[config.mk]
export PLATFORM = sky130hd
export DESIGN_NAME = fifo_rd_ptr_ctrl
export DESIGN_NICKNAME = d
export VERILOG_FILES = /design/src/rtl/fifo_rd_ptr_ctrl.sv
export SDC_FILE = /design/constraint.sdc
export NUM_CORES = 1
export LEC_CHECK = 0
export CAP_MARGIN = 30
export CORE_MARGIN = 2
export CORE_UTILIZATION = 45
export CTS_BUF_LIST = sky130_fd_sc_hd__clkbuf_2
export DETAILED_ROUTE_END_ITERATION = 10
export MAX_ROUTING_LAYER = met4
export PLACE_DENSITY = 0.74
export SYNTH_ARGS = -nofsm -noshare
export SYNTH_HDL_FRONTEND = slang
export SYNTH_SLANG_ARGS = --single-unit
[constraint.sdc]
create_clock -name clk -period 7.2 [get_ports clk]
set_input_delay 1.08 -clock clk [delete_from_list [all_inputs] [get_ports clk]]
set_output_delay 1.08 -clock clk [all_outputs]
set_load 0.02 [all_outputs]
[src/rtl/fifo_rd_ptr_ctrl.sv]
// Read-side pointer controller for the dual-clock Ethernet FIFO.
// Speculative read pointer with frame commit/rewind; committed pointer goes to the writer.
module fifo_rd_ptr_ctrl #(
  parameter int ADDR_WIDTH  = 9,
  parameter int SYNC_STAGES = 2,
  parameter int PACKET_MODE = 0
) (
  input  logic                  clk,
  input  logic                  reset,
  input  logic                  read,
  input  logic                  rd_commit,
  input  logic                  rd_rewind,
  input  logic [ADDR_WIDTH:0]   ae_thresh,
  input  logic                  underflow_clr,
  input  logic [ADDR_WIDTH:0]   w_ptr,
  output logic [ADDR_WIDTH-1:0] rd_addr,
  output logic [ADDR_WIDTH:0]   rd_ptr,
  output logic                  empty,
  output logic                  almost_empty,
  output logic [ADDR_WIDTH:0]   level,
  output logic                  underflow
);

  localparam int PW = ADDR_WIDTH + 1;
  localparam bit PM = (PACKET_MODE != 0);

  logic [PW-1:0] sync_q [SYNC_STAGES];
  logic [PW-1:0] wr_bin;
  logic [PW-1:0] spec_ptr;
  logic [PW-1:0] cmt_ptr;
  logic [PW-1:0] spec_inc;
  logic [PW-1:0] spec_nxt;
  logic [PW-1:0] cmt_nxt;
  logic [PW-1:0] avail;
  logic          rd_en;
  logic          rewind_eff;
  logic          commit_eff;

  function automatic logic [PW-1:0] gray2bin(input logic [PW-1:0] g);
    logic [PW-1:0] b;
    b[PW-1] = g[PW-1];
    for (int i = PW - 2; i >= 0; i--) begin
      b[i] = b[i+1] ^ g[i];
    end
    return b;
  endfunction

  function automatic logic [PW-1:0] bin2gray(input logic [PW-1:0] b);
    return b ^ (b >> 1);
  endfunction

  always_ff @(posedge clk or posedge reset) begin
    if (reset) begin
      for (int i = 0; i < SYNC_STAGES; i++) begin
        sync_q[i] <= '0;
      end
    end else begin
      sync_q[0] <= w_ptr;
      for (int i = 1; i < SYNC_STAGES; i++) begin
        sync_q[i] <= sync_q[i-1];
      end
    end
  end

  assign wr_bin = gray2bin(sync_q[SYNC_STAGES-1]);

  // Rewind beats commit; without packet mode every read commits at once.
  assign rewind_eff = PM ? rd_rewind : 1'b0;
  assign commit_eff = PM ? (rd_commit & ~rd_rewind) : 1'b1;

  assign rd_en    = read & ~empty;
  assign spec_inc = spec_ptr + {{ADDR_WIDTH{1'b0}}, rd_en};
  assign spec_nxt = rewind_eff ? cmt_ptr : spec_inc;
  assign cmt_nxt  = commit_eff ? spec_inc : cmt_ptr;
  assign avail    = wr_bin - spec_nxt;
  assign rd_addr  = spec_ptr[ADDR_WIDTH-1:0];

  always_ff @(posedge clk or posedge reset) begin
    if (reset) begin
      spec_ptr     <= '0;
      cmt_ptr      <= '0;
      rd_ptr       <= '0;
      level        <= '0;
      empty        <= 1'b1;
      almost_empty <= 1'b1;
      underflow    <= 1'b0;
    end else begin
      spec_ptr     <= spec_nxt;
      cmt_ptr      <= cmt_nxt;
      rd_ptr       <= bin2gray(cmt_nxt);
      level        <= avail;
      empty        <= (spec_nxt == wr_bin);
      // A threshold of a full memory or more always reads as almost empty.
      almost_empty <= (avail <= ae_thresh) | ae_thresh[PW-1];
      underflow    <= (read & empty) | (underflow & ~underflow_clr);
    end
  end

endmodule
# After elaboration in Yosys (flattened, before gate mapping)
# Cells that the tools add are included.
totals:
  regBits: 53
  output_inout_bits: 32
op_classes:
  addsub: 2
  magnitude_cmp: 1
  eq_ne: 1
  bitwise: 17
ops:
  columns: ["op", "count"]
  rows:
  - ["10-bit by 1-bit adder with 10-bit output", 1]
  - ["10-bit == test", 1]
  - ["10-bit less-or-equal comparator", 1]
  - ["10-bit subtractor", 1]
  - ["10-bit by 9-bit bitwise XOR with 10-bit output", 1]
  - ["1-bit bitwise XOR", 9]
  - ["1-bit AND", 3]
  - ["1-bit inverter", 2]
  - ["1-bit OR", 2]

# Depth between registers and ports, before layout
# Gate-level depths: netlist of the first run.
logic_depth:
  word_depth: 12
  depth_mapped: 19
  ltp_nobuf: 19

# Least setup slack after synthesis of the first run
# No wires, ideal clock.
synth_path:
  kind: "in2reg"
  from: "in read"
  to: "reg almost_empty"
  arrival_time_ns: 3.885
  required_ns: 7.116
  slack_ns: 3.231
  stages: 17
  n_path_buf: 0
  cell_sequence: "nor2b_1 ha_1 ha_1 xor2_1 inv_1 ha_1 o21ai_0 a21boi_0 nor3b_1 o41ai_1 xor2_1 ha_1 nand4_1 nor2_1 a21oi_1 o211ai_1 nand3_1"
synth_between:
  elab_chain_len: 5
synth_lines:
  columns: ["item", "line_no", "text"]
  rows:
  - ["start: declaration", "10", "input logic read,"]
  - ["1-bit AND", "71", "assign rd_en = read & ~empty;"]
  - ["10-bit by 1-bit adder with 10-bit output", "72", "assign spec_inc = spec_ptr + {{ADDR_WIDTH{1'b0}}, rd_en};"]
  - ["named net cmt_nxt[2]", "33", "logic [PW-1:0] cmt_nxt;"]
  - ["10-bit subtractor", "75", "assign avail = wr_bin - spec_nxt;"]
  - ["named net avail[9]", "34", "logic [PW-1:0] avail;"]
  - ["10-bit less-or-equal comparator", "94", "almost_empty <= (avail <= ae_thresh) | ae_thresh[PW-1];"]
  - ["1-bit OR", "94", null]
  - ["end signal: assignment", "94", null]
  - ["end: declaration", "19", "output logic almost_empty,"]
# The timed path passes the listed nets, and every way through them passes these cells.

# Worst setup path after layout of the first run
# Ends and elaborated chain as after synthesis.

==> results of run 1 <==
## cells in the final DEF, fill, tap and decap left out, types with 5 or more instances in the layout
| cell | instances |
|---|---|
| clkdlybuf4s50_1 | 55 |
| dfrtp_1 | 50 |
| inv_1 | 29 |
| ha_1 | 23 |
| xnor2_1 | 16 |
| xor2_1 | 16 |
| a21oi_1 | 8 |
| nand3_1 | 8 |
| o21ai_0 | 7 |
| nor2_1 | 5 |
| clkbuf_2 | 5 |
## per-stage QoR
step / util [%] / instance area, µm²
2_1_floorplan: - / 2417
3_3_place_gp: 59.45 / 3055
3_5_place_dp: 59.83 / 3075
4_1_cts: 60.69 / 3119
5_1_grt: 60.69 / 3119
6_report: 60.69 / 3119
## worst paths after layout
kind                             from            to  slack [ps]
setup / recovery                 read  almost_empty        2740
hold / removal             sync_q[15]     sync_q[5]         380
setup reg to reg            sync_q[8]  almost_empty        3110
hold reg to reg            sync_q[15]     sync_q[5]         380
max in group asynchronous       reset     sync_q[9]        5760
min in group asynchronous       reset     rd_ptr[2]         910
## final cells by class
| class | count | area share, % |
|---|---|---|
| clock inverters | 3 | 0.6017 |
| repair buffers | 56 | 18.29 |
| multi-input cells | 117 | 32.09 |
| inverters | 30 | 3.610 |
| clock buffers | 5 | 0.8022 |
| flip-flops and latches | 52 | 41.80 |
| well taps | 70 | 2.808 |
## sequential cells by signal, indices dropped and copies added (netlist names)
| signal | cells |
|---|---|
| almost_empty | 1 |
| empty | 1 |
| level | 10 |
| rd_ptr | 10 |
| spec_ptr | 9 |
| sync_q | 20 |
| underflow | 1 |
## logic make-up after synthesis
kind of cell	Yosys count
xor+xnor	38
compound gates	23
buf+inv	30
fa+ha+maj	24
simple gates	32
flops	52
## metal layers
metal	share of wire [%]	vias up	routed length, µm
met4	1.1	0	44
met2	51	37	1996
met3	5.2	5	205
li1	-	773	-
met1	43	727	1701
met5	0	-	0
## power groups by stage
stage | logic [mW] | clock network, mW | registers [mW]
6_report | 0.772 | 0.111 | 0.408
4_1_cts | 0.781 | 0.116 | 0.409
3_3_place_gp | 0.757 | 0 | 0.415
2_1_floorplan | 0.439 | 0 | 0.495
5_1_grt | 0.865 | 0.126 | 0.418
3_5_place_dp | 0.776 | 0 | 0.416
## worst max-delay path, cell delays in order
cell	delay, ps
clkdlybuf4s50_1	470
nor2b_1	140
ha_1	200
ha_1	240
xor2_1	260
inv_1	110
ha_1	330
o21ai_0	120
a21boi_0	370
o21ai_0	190
a21oi_1	220
xor2_1	260
ha_1	290
a21oi_1	160
nor2b_1	60
o21ai_0	150
o211ai_1	100
nand3_1	90
==> flow_summary.toml, run 1 <==
[synthesis]
synth_top_area_share_pct = 51.76
synth_fa_ha_area_share_pct = 12.73
synth_xor_xnor_area_share_pct = 15.63
netlist.top_cell.by_area = "dfrtp_1"
synthSimpleGateAreaFrac_pct = 7.402
yosysUniqueCellTypes = 28
synth-compound-area-share_pct = 5.642
synth-main-ff-cell = "dfrtp_1"
synthCells = 199
synth.area.mux_share_pct = 0
yosysMostFrequentCell = "dfrtp_1"
ys_top_cells_by_count = "50 x dfrtp_1, 30 x inv_1, 23 x ha_1"
ys_seq_area_share_pct = 53.93
synth_edf_count = 0
ys_async_sr_fraction_pct = 100.0
yosysWarnings = 0
syn_area_per_cell_um2 = 12.15
synth_top_family_by_area = "XOR/XNOR gates"
ys_ff_latch = 52
yosys-top-cells-area = "dfrtp_1 52%, ha_1 12%, xnor2_1 5.8%"
syn-num-nets = 249
synth_area_um2 = 2417

[power_and_ir_drop]
powerDensity_nw_per_um2 = 413.8
ir_drop_v = 0.0002059
p_sw_mw = 0.5449
seqPwrFrac_pct = 31.6
power.leakage_nw = 1.467
power_frac_comb_pct = 59.8
swShare_pct = 42.21
p_total_mw = 1.291
p_int_mw = 0.7459
clkPwrFrac_pct = 8.6

[sta]
setup_viol = 0
fmax_mhz = 224.4
hold_violations = 0
min_period_ps = 4457
setup_tns_ps = 0
fin_ws_ps = 2743
finalMaxSlewViolations = 0
relSlewSlack_pct = 69.93
max_slew.worst_pin.slew_ps = 449.5
finClkSkew_ps = 29.86
rsz0062_at_grt = "false"
holdWs_ps = 377.9
fin_crit_sh_pct = 61.91

[cts]
insertion_delay_ps = 450
clk_pin_slew_worst_paths_ps = 240
htreeDepth = 2
cts.sinks = 52
cts-resized-gates = 0
cts_buffers = 5
clockRootBuffer = "clkbuf_2"
cts_buffer_depth = 2
cts_tree = "done"
cts_setup_buffers = 0
hold_buffers = 0

[global_routing]
top_usage_layer = "met2"
use_met1_pct = 18.80
antenna_found_initial = 0
met3_usage_pct = 4.235
grt_start_max_net_pins = 33
use_met2_pct = 23.30
grt_pass1_vias = 1475
overflow = 0
grt_pass1_wl_um = 6720
track_usage_pct = 14.86

[setup_path]
critPathCaptureType = "flip-flop"
start_kind = "input port"
worstPathArrival_ps = 4850
worstRegToRegCells = 18
cp_max_fo = 4
required_ps = 7590
critPathKind = "in -> reg"

[routing]
wl_per_cell_um = 11.85
via_per_inst = 4.631
drc = 0
vias = 1542
drt-pass1-iter-count = 4
ant_nets = 0
drt_iter0_markers = 53
wl_um = 3947

[finish]
nets = 312
nFillCells = 474
area_growth_pct = 29.04
antenna_cells = 0
multi_input_comb_area_um2 = 1001
drive_above_1_share_pct = 6.844
layoutNonFillerInstCount = 333
final-seq-area_um2 = 1304

[hold_path]
min-delay-path-class = "reg -> reg"
whs_path_depth = 0

[floorplan]
core_area_um2 = 5140
start_util_pct = 47.03
die_h_um = 77.29
fp.dieW_um = 77.29
rows = 26
fp.dieArea_um2 = 5974
io_pins = 58

[placement]
placed_cells = 325
io_buffers = 55
pre_cts_ws_ps = 2363
dp_hpwl_um = 3211
gp_congestion = 0.9217

[outcome]
status = "finished, final reports clean"

[run]
maxCapViolCount = 0
Power figures use the tool's default switching activity.
==> run 2: changes to the inputs <==
==> constraint.sdc (replaced) <==
create_clock -name clk -period 4.5 [get_ports clk]
set_input_delay 0.675 -clock clk [delete_from_list [all_inputs] [get_ports clk]]
set_output_delay 0.675 -clock clk [all_outputs]
set_load 0.02 [all_outputs]
==> flow_summary.toml, run 2 (same netlist as run 1, synthesis figures left out) <==
[outcome]
status = "finished, final reports clean"

[cts]
htreeDepth = 2
cts-resized-gates = 0
cts_buffer_depth = 2
cts.sinks = 52
clk_pin_slew_worst_paths_ps = 240
cts_buffers = 5
hold_buffers = 0
clockRootBuffer = "clkbuf_2"
cts_tree = "done"
insertion_delay_ps = 420
cts_setup_buffers = 0

[placement]
pre_cts_ws_ps = 168.2
dp_hpwl_um = 3302
io_buffers = 55
placed_cells = 331
placed_area_um2 = 3120
gp_congestion = 0.9481

[global_routing]
antenna_found_initial = 0
track_usage_pct = 15.17
grt_start_max_net_pins = 33
grt_pass1_wl_um = 6803
grt_pass1_vias = 1458
overflow = 0

[setup_path]
regToRegSetupSlack_ps = 430
required_ps = 4880
worstPathArrival_ps = 4460
max_stage_delay_ps = 450
critPathBufInv = 0
cp_top_family = "XOR/XNOR gates"
critPathKind = "reg -> reg"
cp_max_fo = 4
worst_path_max_delay_cell = "dfrtp_1"
path_cells = "xor2_2, xnor2_2, xnor2_2, xnor2_2, xnor2_1, ha_1, nor2b_1, o21ai_0, a21boi_0, o21ai_0, a21oi_1, xor2_1, ha_1, a21oi_1, nor2b_1, o21ai_0, o211ai_1, nand3_1"
start_kind = "flip-flop"
critPathCaptureType = "flip-flop"

[sta]
relSlewSlack_pct = 69.66
holdWs_ps = 379.6
fin_crit_sh_pct = 90.49
max_slew.worst_pin.slew_ps = 454.4
fin_ws_ps = 427.8
finalMaxSlewViolations = 0
fmax_mhz = 245.6
finClkSkew_ps = 17.21
setup_tns_ps = 0
rsz0062_at_grt = "false"
min_period_ps = 4072
hold_violations = 0
setup_viol = 0

[finish]
largest_register = "sync_q"
nets = 318
final_area_um2 = 3164
top_regs = "sync_q (20), level (10), rd_ptr (10)"
antenna_cells = 0
fin_util_pct = 61.56
drive_above_1_share_pct = 8.922
layoutNonFillerInstCount = 339
mostFrequentLayoutCells = "55 x clkdlybuf4s50_1, 50 x dfrtp_1, 29 x inv_1"
layout_commonest_cell = "clkdlybuf4s50_1"
area_growth_pct = 30.90
largest_reg_flops = 20

[power_and_ir_drop]
p_total_mw = 2.102
p_sw_mw = 0.8801
swShare_pct = 41.87
power_frac_comb_pct = 60.6
powerDensity_nw_per_um2 = 664.2
power.leakage_nw = 1.494
seqPwrFrac_pct = 31.1
clkPwrFrac_pct = 8.3
p_int_mw = 1.222
ir_drop_v = 0.0002848

[routing]
wl_per_cell_um = 11.83
drc = 0
drt-pass1-iter-count = 5
drt_iter0_markers = 43
ant_nets = 0
vias = 1555
wl_um = 4010
via_per_inst = 4.587

[floorplan]
fp.dieW_um = 77.29
rows = 26
die_h_um = 77.29
start_util_pct = 47.03
fp.dieArea_um2 = 5974
io_pins = 58
core_area_um2 = 5140

[hold_path]
min-delay-path-class = "reg -> reg"

[run]
maxCapViolCount = 0
-- run 2: changes by cell type in the layout (fill, tap and decap cells not counted), sizes merged --
cell / change
buf: +6
-- run 2: area by class of cell --
class	instances	area, µm²
flip-flops and latches	52	1304
multi-input cells	117	1001
inverters	30	112.6
repair buffers	62	615.6
clock buffers	5	25.02
clock inverters	3	18.77
fillers	458	1976
well taps	70	87.58
-- run 2: power groups by stage --
stage          Sequential, mW  Combinational, mW  Clock, mW
3_5_place_dp            0.666               1.28          0
3_3_place_gp            0.664               1.25          0
2_1_floorplan           0.793              0.702          0
6_report                0.653               1.27      0.175
4_1_cts                 0.654               1.29      0.188
5_1_grt                 0.668               1.42      0.204
-- run 2: worst register-to-register path, cell delays in order, from the launching register on --
cell	delay, ps
dfrtp_1	450
xor2_2	210
xnor2_2	320
xnor2_2	170
xnor2_2	200
xnor2_1	340
ha_1	310
nor2b_1	130
o21ai_0	200
a21boi_0	190
o21ai_0	300
a21oi_1	130
xor2_1	260
ha_1	300
a21oi_1	150
nor2b_1	50
o21ai_0	140
o211ai_1	100
nand3_1	100
-- run 2: routing by layer --
layer | up-vias | GRT usage [%] | part of all wire, %
met5 | - | - | 0
li1 | 779 | - | -
met3 | 5 | 4.235 | 4.8
met1 | 734 | 19.25 | 43
met2 | 37 | 24.26 | 50
met4 | 0 | 3.750 | 1.3
-- run 2: worst paths after layout --
path / start / depth (start not counted) / to
max: sync_q[8] / 18 / almost_empty
min: sync_q[10] / 0 / sync_q[0]
max reg2reg: sync_q[8] / 18 / almost_empty
min reg2reg: sync_q[10] / 0 / sync_q[0]
max in group asynchronous: reset / 3 / rd_ptr[9]
min in group asynchronous: reset / 2 / spec_ptr[2]
==> RTL change 1 (config.mk and constraints of run 1) <==
Add an input register stage for `ae_thresh`, with the module's reset; this delays it by one clock. The other inputs are not delayed to match.
--- a/src/rtl/fifo_rd_ptr_ctrl.sv
+++ b/src/rtl/fifo_rd_ptr_ctrl.sv
@@ -25,2 +25,12 @@
   localparam bit PM = (PACKET_MODE != 0);
+
+  logic [ADDR_WIDTH:0] ae_thresh_q;
+
+  always_ff @(posedge clk or posedge reset) begin
+    if (reset) begin
+      ae_thresh_q <= '0;
+    end else begin
+      ae_thresh_q <= ae_thresh;
+    end
+  end
 
@@ -93,3 +103,3 @@
       // A threshold of a full memory or more always reads as almost empty.
-      almost_empty <= (avail <= ae_thresh) | ae_thresh[PW-1];
+      almost_empty <= (avail <= ae_thresh_q) | ae_thresh_q[PW-1];
       underflow    <= (read & empty) | (underflow & ~underflow_clr);
Check against the original RTL: not equivalent (Yosys sat finds a counterexample within 4 cycles, from zero or initial values and one cycle with reset high).
==> RTL change 1 against run 1 <==
Setup slack improved by 0.016 ns. Via count grew 5.6%. Sequential cell count grew 10. Design area rose by 8.9%. Total power is 9.0% higher. Synthesized cell count is 5.0% higher. Area after synthesis increased by 10%. Combinational power about the same. Routed wire length rose by 7.9%. Critical endpoint unchanged.
==> RTL change 1: results (changes against run 1) <==
{| class="wikitable"
! Metric !! Value
|-
| Status || finished, final reports clean (unchanged)
|-
| Internal power of the cells || 832 uW (was 746 uW)
|-
| Worst-case headroom to the max-slew limit || 0.516 (was 0.699)
|-
| Pin count of the biggest net entering global routing || 63 (was 33)
|-
| Met3 usage in global routing || 0.0567 (was 0.0424)
|-
| Met1 global-route usage || 0.181 (was 0.188)
|-
| Area contributors post-synth || sky130_fd_sc_hd__dfrtp_1 (56%), sky130_fd_sc_hd__ha_1 (11%), sky130_fd_sc_hd__xnor2_1 (5.3%), sky130_fd_sc_hd__xor2_1 (5.3%), sky130_fd_sc_hd__inv_1 (4.2%) (was sky130_fd_sc_hd__dfrtp_1 (52%), sky130_fd_sc_hd__ha_1 (12%), sky130_fd_sc_hd__xnor2_1 (5.8%), sky130_fd_sc_hd__xor2_1 (5.8%), sky130_fd_sc_hd__inv_1 (4.7%))
|-
| Nets || 326 (was 312)
|-
| Synthesized Nets || 259 (was 249)
|-
| Switch share || 0.408 (was 0.422)
|-
| Post-route insts no fill || 356 (was 333)
|-
| Number of standard cells after synthesis || 209 (was 199)
|-
| Endpoint with the worst hold slack || sync_q[9]$_DFF_PP0_ (was sync_q[5]$_DFF_PP0_)
|-
| Metal1 wirelength || 1.81 mm (was 1.70 mm)
|-
| Combined global-route utilization of all metal layers || 0.157 (was 0.149)
|-
| Final RePlAce weighted congestion || 0.804 (was 0.922)
|-
| Part of the total power dissipated in the clock network || 0.116 (was 0.086)
|-
| Yosys top cell area share || 0.563 (was 0.518)
|-
| Routing usage on met2 || 0.237 (was 0.233)
|-
| Global-route wire length before repair || 7.10 mm (was 6.72 mm)
|-
| TritonCTS Buffers || 9 (was 5)
|-
| Number of cells in the design after placement || 340 (was 325)
|-
| VDD IR max || 0.190 mV (was 0.206 mV)
|-
| Leakage dissipation || 0.00162 uW (was 0.00147 uW)
|-
| Detailed placement HPWL || 3.22 mm (was 3.21 mm)
|-
| Initial DRC count || 66 (was 53)
|-
| Total placed instance area || 0.00332 mm^2 (was 0.00308 mm^2)
|-
| Max H-tree Level || 3 (was 2)
|-
| Tightest hold margin || 0.363 ns (was 0.378 ns)
|-
| Met3 wire len || 278 um (was 205 um)
|-
| Number of filler instances in the final layout || 504 (was 474)
|-
| Minimum setup slack after placement || 2.31 ns (was 2.36 ns)
|-
| Most frequent cells after synthesis || sky130_fd_sc_hd__dfrtp_1 (60), sky130_fd_sc_hd__inv_1 (30), sky130_fd_sc_hd__ha_1 (23) (was sky130_fd_sc_hd__dfrtp_1 (50), sky130_fd_sc_hd__inv_1 (30), sky130_fd_sc_hd__ha_1 (23))
|-
| Vias in the first global route || 1598 (was 1475)
|-
| Post-detailed-routing wire length || 4.26 mm (was 3.95 mm)
|-
| Layout cells sized above 1 || 0.0925 (was 0.0684)
|-
| Clock-pin slew on the worst setup and hold paths || 0.15 ns (was 0.24 ns)
|-
| Post-Route Skew || 0.0358 ns (was 0.0299 ns)
|}
## RTL change 1: cell count changes after synthesis, sizes merged
cell,delta
dfrtp,+10
## RTL change 1: worst max-delay path, stage by stage
cell	delay (ns)
sky130_fd_sc_hd__clkdlybuf4s50_1	0.47
sky130_fd_sc_hd__nor2b_1	0.14
sky130_fd_sc_hd__ha_1	0.20
sky130_fd_sc_hd__ha_1	0.24
sky130_fd_sc_hd__xor2_1	0.27
sky130_fd_sc_hd__inv_1	0.12
sky130_fd_sc_hd__ha_1	0.34
sky130_fd_sc_hd__o21ai_0	0.14
sky130_fd_sc_hd__a21boi_0	0.33
sky130_fd_sc_hd__nor3b_1	0.09
sky130_fd_sc_hd__o41ai_1	0.34
sky130_fd_sc_hd__xor2_1	0.17
sky130_fd_sc_hd__ha_1	0.33
sky130_fd_sc_hd__nand4_1	0.12
sky130_fd_sc_hd__nor2_1	0.19
sky130_fd_sc_hd__a21oi_1	0.09
sky130_fd_sc_hd__o211ai_1	0.11
sky130_fd_sc_hd__nand3_1	0.10
## RTL change 1: logic make-up (layout without fill, tap and decap cells)
family                     Yosys count  after routing  synth area share
AOI/OAI and AO/OA                   23             23            0.0511
xor gates and xnor gates            38             38             0.142
adders and majority gates           24             24             0.115
buffers and inverters               30            102            0.0422
DFF                                 62             62             0.583
and+or+nand+nor                     32             32            0.0671
## RTL change 1: layout make-up
| type | count | share of cell area |
|---|---|---|
| clock buffer | 13 | 0.0191 |
| clock inverter | 3 | 0.00405 |
| inverter | 30 | 0.0331 |
| multi-input combinational | 117 | 0.295 |
| sequential | 62 | 0.457 |
| tap | 75 | 0.0276 |
| timing repair buffer | 56 | 0.164 |
==> RTL change 2 (flow settings as in run 1) <==
Without the edit above. Set the parameter `PACKET_MODE` to 1 (it was 0).
--- a/src/rtl/fifo_rd_ptr_ctrl.sv
+++ b/src/rtl/fifo_rd_ptr_ctrl.sv
@@ -5,3 +5,3 @@
   parameter int SYNC_STAGES = 2,
-  parameter int PACKET_MODE = 0
+  parameter int PACKET_MODE = 1
 ) (
Function: changed (Yosys sat finds a counterexample within 10 cycles, from zero or initial values and one cycle with reset high).
==> RTL change 2 against run 1 <==
Sequential cell count is 10 higher. Largest power group unchanged. Setup slack got worse by 0.15 ns. Critical path type unchanged. Clock power grew 75%. Total power up 7.3%. Routed wire length up 35%. Critical path depth unchanged. Design area rose by 17%. Area after synthesis grew 23%. Highest routed layer unchanged.
==> RTL change 2: results (changes against run 1) <==
{| class="wikitable"
! Metric !! Value
|-
| Source-to-sink clock delay at the later pin of the worst-skew pair || 0.48 ns (was 0.45 ns)
|-
| Launch instance of the worst register-to-register path || sync_q[9]$_DFF_PP0_ (was sync_q[8]$_DFF_PP0_)
|-
| Vias after detailed routing || 1930 (was 1542)
|-
| Worst-case headroom to the max-slew limit || 0.504 (was 0.699)
|-
| Most frequent cells after synthesis || sky130_fd_sc_hd__dfrtp_1 (60), sky130_fd_sc_hd__inv_1 (30), sky130_fd_sc_hd__ha_1 (22) (was sky130_fd_sc_hd__dfrtp_1 (50), sky130_fd_sc_hd__inv_1 (30), sky130_fd_sc_hd__ha_1 (23))
|-
| Routing usage on met2 || 0.254 (was 0.233)
|-
| Nets || 359 (was 312)
|-
| Vias in the first global route || 1957 (was 1475)
|-
| Proportion of power drawn by flip-flops and latches || 0.345 (was 0.316)
|-
| Number of cells in the design after placement || 376 (was 325)
|-
| I/O Buffers || 57 (was 55)
|-
| Endpoint with the worst hold slack || sync_q[0]$_DFF_PP0_ (was sync_q[5]$_DFF_PP0_)
|-
| Kind of cell adding the most delay to the critical path || adder cells (was compound AO/OA/AOI/OAI gates)
|-
| Status || finished, final reports clean (unchanged)
|-
| Layout cells sized above 1 || 0.0895 (was 0.0684)
|-
| Sequential share of the synthesized area || 0.521 (was 0.539)
|-
| Area contributors post-synth || sky130_fd_sc_hd__dfrtp_1 (50%), sky130_fd_sc_hd__ha_1 (9.2%), sky130_fd_sc_hd__xnor2_1 (5.6%), sky130_fd_sc_hd__xor2_1 (4.7%), sky130_fd_sc_hd__mux2i_1 (4.0%) (was sky130_fd_sc_hd__dfrtp_1 (52%), sky130_fd_sc_hd__ha_1 (12%), sky130_fd_sc_hd__xnor2_1 (5.8%), sky130_fd_sc_hd__xor2_1 (5.8%), sky130_fd_sc_hd__inv_1 (4.7%))
|-
| Number of standard cells after synthesis || 254 (was 199)
|-
| Switch share || 0.389 (was 0.422)
|-
| Wire length per cell || 13.7 um (was 11.9 um)
|-
| Pin count of the biggest net entering global routing || 63 (was 33)
|-
| Routed wl met2 || 2.52 mm (was 2.00 mm)
|-
| Data arrival, critical path || 5.02 ns (was 4.85 ns)
|-
| Initial DRC count || 68 (was 53)
|-
| Total sequential power || 478 uW (was 408 uW)
|-
| Leakage dissipation || 0.00179 uW (was 0.00147 uW)
|-
| Synthesized Nets || 303 (was 249)
|-
| Hold Startpoint || sync_q[10]$_DFF_PP0_ (was sync_q[15]$_DFF_PP0_)
|-
| Met3 usage in global routing || 0.0477 (was 0.0424)
|-
| Comb pwr || 713 uW (was 772 uW)
|-
| Detailed placement HPWL || 4.09 mm (was 3.21 mm)
|-
| TritonCTS Buffers || 9 (was 5)
|-
| Met1 global-route usage || 0.218 (was 0.188)
|}
-- RTL change 2: cell types whose count changed in the layout (fill, tap and decap cells not counted), moves of 2 or more --
cell	run 1	this run
sky130_fd_sc_hd__nor2_1	5	10
sky130_fd_sc_hd__xnor2_1	16	19
sky130_fd_sc_hd__clkdlybuf4s50_1	55	57
sky130_fd_sc_hd__clkinvlp_4	2	0
sky130_fd_sc_hd__mux2i_1	0	12
sky130_fd_sc_hd__xor2_2	3	1
sky130_fd_sc_hd__o21ai_0	7	11
sky130_fd_sc_hd__clkbuf_2	5	11
sky130_fd_sc_hd__nand2b_1	1	3
sky130_fd_sc_hd__dfrtp_1	50	60
sky130_fd_sc_hd__mux2_2	0	8
sky130_fd_sc_hd__nand2_1	3	7
-- RTL change 2: area by class of cell --
| class | instances | area, um^2 |
|---|---|---|
| clock buffer | 11 | 55.1 |
| timing repair buffer | 58 | 578 |
| multi-input combinational | 149 | 1230 |
| clock inverter | 3 | 37.5 |
| inverter | 30 | 113 |
| sequential | 62 | 1550 |
| tap | 77 | 96.3 |
| fill | 581 | 2720 |
-- RTL change 2: cell families after synthesis --
group,synth area share
fa+ha+maj,0.0990
xor+xnor,0.125
compound gates,0.0499
simple gates,0.0679
mux,0.0704
flops,0.521
buf+inv,0.0675
-- RTL change 2: how the worst max path moves through the flow --
stage / slack (ns) / from / endpoint / depth (start not counted)
2_1_floorplan: 3.04 / read / almost_empty$_DFF_PP1_ / 17
3_3_place_gp: 2.35 / read / almost_empty$_DFF_PP1_ / 18
3_5_place_dp: 2.11 / read / almost_empty$_DFF_PP1_ / 20
4_1_cts: 2.64 / read / almost_empty$_DFF_PP1_ / 20
5_1_grt: 2.27 / read / almost_empty$_DFF_PP1_ / 20
6_report: 2.59 / read / almost_empty$_DFF_PP1_ / 18
